<file path="src/rtl/ycr_clk_gate_n.sv">
// rtl/ycr_clk_gate_n.sv - N-source sleep/wake clock gate with IRQ wake-up
//
// ycr_clk_gate_n
//   Gates a core clock after software signals idle and a programmable entry
//   delay expires. Any enabled IRQ restores the clock, and a guard time must
//   elapse before a new sleep can start. All block logic runs on ungated clk_in.
//
// Ports
//   clk_in        in   ungated source clock
//   reset_n       in   asynchronous active-low reset
//   cfg_mode      in   00 no gating, 01 IRQ-wake gating, 10 force gate, 11 as 00
//   cfg_irq_mask  in   per-source wake enable
//   cfg_entry_dly in   cycles between idle detection and clock removal
//   cfg_wake_dly  in   guard cycles after wake before re-arming
//   dst_idle      in   asynchronous sleep request (level)
//   irq           in   wake sources, already in the clk_in domain (level)
//   wakeup        out  one-cycle pulse on a wake event
//   wake_src      out  masked irq captured at the last wake event
//   sleep_active  out  high while in SLEEP
//   clk_enb       out  enable driving the gate cell
//   clk_out       out  gated clock

// Two-flop synchroniser, resets low.
module ctech_dsync_high #(
  parameter int WIDTH = 1
) (
  input  logic             clk,
  input  logic             reset_n,
  input  logic [WIDTH-1:0] in_data,
  output logic [WIDTH-1:0] out_data
);

  logic [WIDTH-1:0] s1_q;
  logic [WIDTH-1:0] s2_q;

  always_ff @(posedge clk or negedge reset_n) begin
    if (!reset_n) begin
      s1_q <= '0;
      s2_q <= '0;
    end else begin
      s1_q <= in_data;
      s2_q <= s1_q;
    end
  end

  assign out_data = s2_q;

endmodule

// Latch-based clock gate: enable is captured while CLK is low so GCLK
// cannot glitch during the high phase.
module ctech_clk_gate (
  input  logic GATE,
  input  logic CLK,
  output logic GCLK
);

  logic en_l;

  always_latch begin
    if (!CLK) begin
      en_l = GATE;
    end
  end

  assign GCLK = CLK & en_l;

endmodule

module ycr_clk_gate_n #(
  parameter int NIRQ  = 4,
  parameter int DLY_W = 4
) (
  input  logic             clk_in,
  input  logic             reset_n,
  input  logic [1:0]       cfg_mode,
  input  logic [NIRQ-1:0]  cfg_irq_mask,
  input  logic [DLY_W-1:0] cfg_entry_dly,
  input  logic [DLY_W-1:0] cfg_wake_dly,
  input  logic             dst_idle,
  input  logic [NIRQ-1:0]  irq,
  output logic             wakeup,
  output logic [NIRQ-1:0]  wake_src,
  output logic             sleep_active,
  output logic             clk_enb,
  output logic             clk_out
);

  localparam int CFG_W = 2 + NIRQ + 2 * DLY_W;

  typedef enum logic [1:0] {
    ST_RUN   = 2'd0,
    ST_ENTER = 2'd1,
    ST_SLEEP = 2'd2,
    ST_GUARD = 2'd3
  } state_t;

  logic [CFG_W-1:0] cfg_ss;
  logic [1:0]       mode_ss;
  logic [NIRQ-1:0]  mask_ss;
  logic [DLY_W-1:0] entry_dly_ss;
  logic [DLY_W-1:0] wake_dly_ss;
  logic             idle_ss;
  logic             idle_r_q;
  logic             idle_ps;
  logic [NIRQ-1:0]  mirq;
  logic             any_irq;
  logic             gate_mode;

  state_t           state_q, state_d;
  logic [DLY_W-1:0] cnt_q, cnt_d;
  logic             wakeup_q, wakeup_d;
  logic [NIRQ-1:0]  wake_src_q, wake_src_d;

  ctech_dsync_high #(.WIDTH(1)) u_idle_sync (
    .clk      (clk_in),
    .reset_n  (reset_n),
    .in_data  (dst_idle),
    .out_data (idle_ss)
  );

  // Configuration is quasi-static, so one bus-wide synchroniser is enough.
  ctech_dsync_high #(.WIDTH(CFG_W)) u_cfg_sync (
    .clk      (clk_in),
    .reset_n  (reset_n),
    .in_data  ({cfg_mode, cfg_irq_mask, cfg_entry_dly, cfg_wake_dly}),
    .out_data (cfg_ss)
  );

  assign {mode_ss, mask_ss, entry_dly_ss, wake_dly_ss} = cfg_ss;

  // idle_r tracks in every state, so an idle level held through GUARD
  // never looks like a fresh request.
  always_ff @(posedge clk_in or negedge reset_n) begin
    if (!reset_n) begin
      idle_r_q <= 1'b0;
    end else begin
      idle_r_q <= idle_ss;
    end
  end

  assign idle_ps   = idle_ss & ~idle_r_q;
  assign mirq      = irq & mask_ss;
  assign any_irq   = |mirq;
  assign gate_mode = (mode_ss == 2'b01);

  // State register
  always_ff @(posedge clk_in or negedge reset_n) begin
    if (!reset_n) begin
      state_q    <= ST_RUN;
      cnt_q      <= '0;
      wakeup_q   <= 1'b0;
      wake_src_q <= '0;
    end else begin
      state_q    <= state_d;
      cnt_q      <= cnt_d;
      wakeup_q   <= wakeup_d;
      wake_src_q <= wake_src_d;
    end
  end

  // Next-state logic
  always_comb begin
    state_d    = state_q;
    cnt_d      = cnt_q;
    wakeup_d   = 1'b0;
    wake_src_d = wake_src_q;
    case (state_q)
      ST_RUN: begin
        cnt_d = '0;
        // An all-zero mask would make the sleep unwakeable, so refuse it.
        if (gate_mode && idle_ps && (|mask_ss) && !any_irq) begin
          if (entry_dly_ss == '0) begin
            state_d = ST_SLEEP;
          end else begin
            state_d = ST_ENTER;
            cnt_d   = entry_dly_ss - DLY_W'(1);
          end
        end
      end
      ST_ENTER: begin
        if (!idle_ss || any_irq || !gate_mode) begin
          state_d = ST_RUN;
          cnt_d   = '0;
        end else if (cnt_q == '0) begin
          state_d = ST_SLEEP;
        end else begin
          cnt_d = cnt_q - DLY_W'(1);
        end
      end
      ST_SLEEP: begin
        // IRQ wins over a simultaneous mode change so no wake is lost.
        if (any_irq) begin
          state_d    = ST_GUARD;
          cnt_d      = wake_dly_ss;
          wakeup_d   = 1'b1;
          wake_src_d = mirq;
        end else if (!gate_mode) begin
          state_d = ST_RUN;
        end
      end
      ST_GUARD: begin
        if (cnt_q == '0) begin
          state_d = ST_RUN;
        end else begin
          cnt_d = cnt_q - DLY_W'(1);
        end
      end
      default: begin
        state_d = ST_RUN;
        cnt_d   = '0;
      end
    endcase
  end

  // Output logic
  always_comb begin
    clk_enb      = 1'b1;
    sleep_active = (state_q == ST_SLEEP);
    case (mode_ss)
      2'b10:   clk_enb = 1'b0;
      2'b01:   clk_enb = (state_q != ST_SLEEP);
      default: clk_enb = 1'b1;
    endcase
  end

  assign wakeup   = wakeup_q;
  assign wake_src = wake_src_q;

  ctech_clk_gate u_clk_gate (
    .GATE (clk_enb),
    .CLK  (clk_in),
    .GCLK (clk_out)
  );

endmodule
</file>
<file path="config.mk">
export PLATFORM = sky130hd
export DESIGN_NAME = ycr_clk_gate_n
export DESIGN_NICKNAME = d
export VERILOG_FILES = /design/src/rtl/ycr_clk_gate_n.sv
export SDC_FILE = /design/constraint.sdc
export NUM_CORES = 1
export LEC_CHECK = 0
export CAP_MARGIN = 20
export CELL_PAD_IN_SITES_DETAIL_PLACEMENT = 0
export CELL_PAD_IN_SITES_GLOBAL_PLACEMENT = 1
export CORE_ASPECT_RATIO = 1.1
export CORE_MARGIN = 8
export CORE_UTILIZATION = 37
export DETAILED_ROUTE_END_ITERATION = 12
export GPL_TIMING_DRIVEN = 0
export PLACE_DENSITY = 0.71
export SLEW_MARGIN = 15
export SYNTH_ARGS = -nofsm -noshare
export SYNTH_HDL_FRONTEND = slang
export SYNTH_SLANG_ARGS = --single-unit
</file>
<file path="constraint.sdc">
create_clock -name clk_in -period 1.46 [get_ports clk_in]
set_input_delay 0.219 -clock clk_in [delete_from_list [all_inputs] [get_ports clk_in]]
set_output_delay 0.219 -clock clk_in [all_outputs]
set_load 0.02 [all_outputs]
</file>
==> run summary <==
largest net degree at the start of global routing = 27
Die H = 85.7 um
most area-hungry cell type in the Yosys netlist = dfrtp_1
top-area cell type share of the netlist area = 64.3%
Synth cell types = 36
CP max-delay cell = dlxtn_1
routed wire length = 3640 um
Via-to-Cell Ratio = 4.93
Clk pin slew, worst setup/hold paths = 0.08 ns
Final #Nets = 212
core area = 4290 um2
crit path kind = latch to output pin
failing checks = setup timing
Post-Synthesis Cell Area = 1640 um2
RSZ-0062 raised after global routing = true
synth-to-layout area growth = 49.0%
GRT overflow = 0
Vias = 1199
synthesized area per cell = 12.8 um2
Setup-failing EPs final = 10
Hold WS = 0.248 ns
initial antenna violation count = 0
number of flops mapped to enable cells by yosys = 0
Die ar. = 6810 um2
diode count = 0
clock latency at the later pin of the worst-skew pair = 0.40 ns
fin cells = 243
worst hold path class = input pin to register
CTS tree = yes
Initial Utilization = 38.2%
layout cells sized above 1 = 32.8%
antenna-violating nets left = 0
CP Launch Type = latch
Post-synth top cells = 42 x dfrtp_1, 13 x nand2_1, 8 x inv_1, 8 x nand3_1
asr flop ratio synth = 97.7%
worst-path cell chain = and2_4, buf_6
PortBufs = 28
global placer's final weighted congestion = 0.788
top_reg_cell synth = dfrtp_1
final instance area = 2440 um2
Synth Instances = 128
count leader, synth = dfrtp_1
power per cell area = 1450 nW/um2
global-route total usage across every layer = 11.6%
total power = 3520 uW
crit path DAT = 1.78 ns
largest cells by area after synthesis = dfrtp_1 64%, nand2_1 3.0%, nand3_1 2.4%, ha_1 2.3%, o211ai_1 2.3%
vias in the first global route = 1306
CP required = 1.24 ns
initial DRC count = 69
worst slack, placed = -0.654 ns
Max IR drop VDD = 0.000782 V
Post-Syn Nets = 152
Cell Area, Placed = 2070 um2
Seq cells post-synth = 43
Least-Margin Pin Slew = 0.437 ns
number of synthesis warnings = 0
dpl hpwl = 2470 um
slowest stage delay, CP = 0.39 ns
DRC Markers = 0
Max Transition Viols Final = 0
setup slack after layout = -0.543 ns
# rows = 25
placed insts = 211
leakage = 0.00109 uW
Final Skew = 0.00383 ns
CP Capture Type = output pin
CP Max Fanout = 1
Rel. slew slack = 70.9%
# IOs = 29
Hold Fails Final Rpt = 0
status = finished, violations left
first-pass GRT wire length = 6050 um
Die X = 79.4 um
Max Cap Viol = 0
drt first pass iters = 4
DR WL/cell = 15.0 um
## layout make-up
| cell class | instances | area [um2] |
|---|---|---|
| Multi-Input combinational cell | 74 | 616 |
| Timing Repair Buffer | 49 | 468 |
| Clock inverter | 3 | 20.0 |
| Clock buffer | 9 | 121 |
| Tap cell | 54 | 67.6 |
| Inverter | 9 | 53.8 |
| Sequential cell | 43 | 1070 |
| Fill cell | 338 | 1850 |
| Buffer | 2 | 22.5 |
## stage by stage
step,setup TNS (ns),util [%]
after floorplan,-0.192,-
after global placement,-36.09,47.8
after detailed placement,-4.67,48.4
after CTS,-1.03,54.7
after global routing,-1.64,56.9
final,-1.17,56.9
## placed cells by master, fill, tap and decap left out, drive strengths merged, types with 2 or more instances in the layout
cell            n
a21oi           5
a22o            2
a22oi           2
buf            27
clkbuf          8
clkdlybuf4s50  19
clkinv          3
dfrtp          42
dlygate4sd2     5
ha              3
inv             8
mux2i           2
nand2          13
nand3           8
nand4           3
nand4b          2
nor2            3
nor2b           4
nor3            2
o211ai          6
o22ai           2
xor2            4
## critical path, delay by kind of cell, from the launching register on
family,cells,cell delay [ns]
latches,1,0.39
buffers and inverters,1,0.11
AND/OR/NAND/NOR,1,0.13
## where the power goes
part           leakage, uW  switching, uW  total [uW]  internal [uW]
Combinational     0.000503            537        1070            532
Clock            0.0000741            503        1080            576
Sequential        0.000517           70.4        1370           1300
Total              0.00109           1110        3520           2410
## routing by layer
metal  vias to the layer above  track usage (%)  share of wire (%)
met5                         -                0                  0
met4                         0             8.09                2.5
met3                        11             4.39                4.1
met2                        32             18.5                 53
met1                       585             12.2                 40
li1                        571                -                  -
## kinds of logic (layout without fill, tap and decap cells)
logic type | count (synthesis) | after routing | synth area share, %
adders and majority gates | 3 | 3 | 2.30
DFF | 42 | 42 | 64.3
xor gates and xnor gates | 5 | 5 | 2.68
and+or+nand+nor | 41 | 41 | 13.6
muxes | 2 | 2 | 1.22
AOI/OAI and AO/OA | 23 | 23 | 11.9
latches | 1 | 1 | 0.918
buffers and inverters | 11 | 72 | 3.14
## final timing paths
| check | end | slack (ns) | depth (start not counted) | startpoint |
|---|---|---|---|---|
| worst max-delay path | clk_out | -0.54 | 2 | u_clk_gate.en_l |
| worst min-delay path | u_cfg_sync.s1_q[9] | 0.25 | 1 | cfg_irq_mask[1] |
| worst max register to register | cnt_q[0] | -0.14 | 8 | cnt_q[0] |
| worst min register to register | u_cfg_sync.out_data[5] | 0.35 | 0 | u_cfg_sync.s1_q[5] |
| max in group asynchronous | u_cfg_sync.out_data[10] | 0.70 | 3 | reset_n |
| min in group asynchronous | u_cfg_sync.out_data[2] | 0.28 | 2 | reset_n |
## flip-flops by register name (all words and copies together) (netlist names)
signal / cells
u_idle_sync.out_data: 1
idle_r_q: 1
cnt_q: 4
u_clk_gate.en_l: 1
wake_src: 4
u_cfg_sync.out_data: 14
wakeup: 1
u_cfg_sync.s1_q: 14
u_idle_sync.s1_q: 1
state_q: 2
## timing repair
item	CTS	global route
hold buffers	1	0
setup buffers	13	7
hold endpoints to repair	16	0
pin swaps	9	8
cloned	0	0
gates resized for setup	34	9
setup endpoints to repair	20	10
Power figures use the tool's default switching activity.
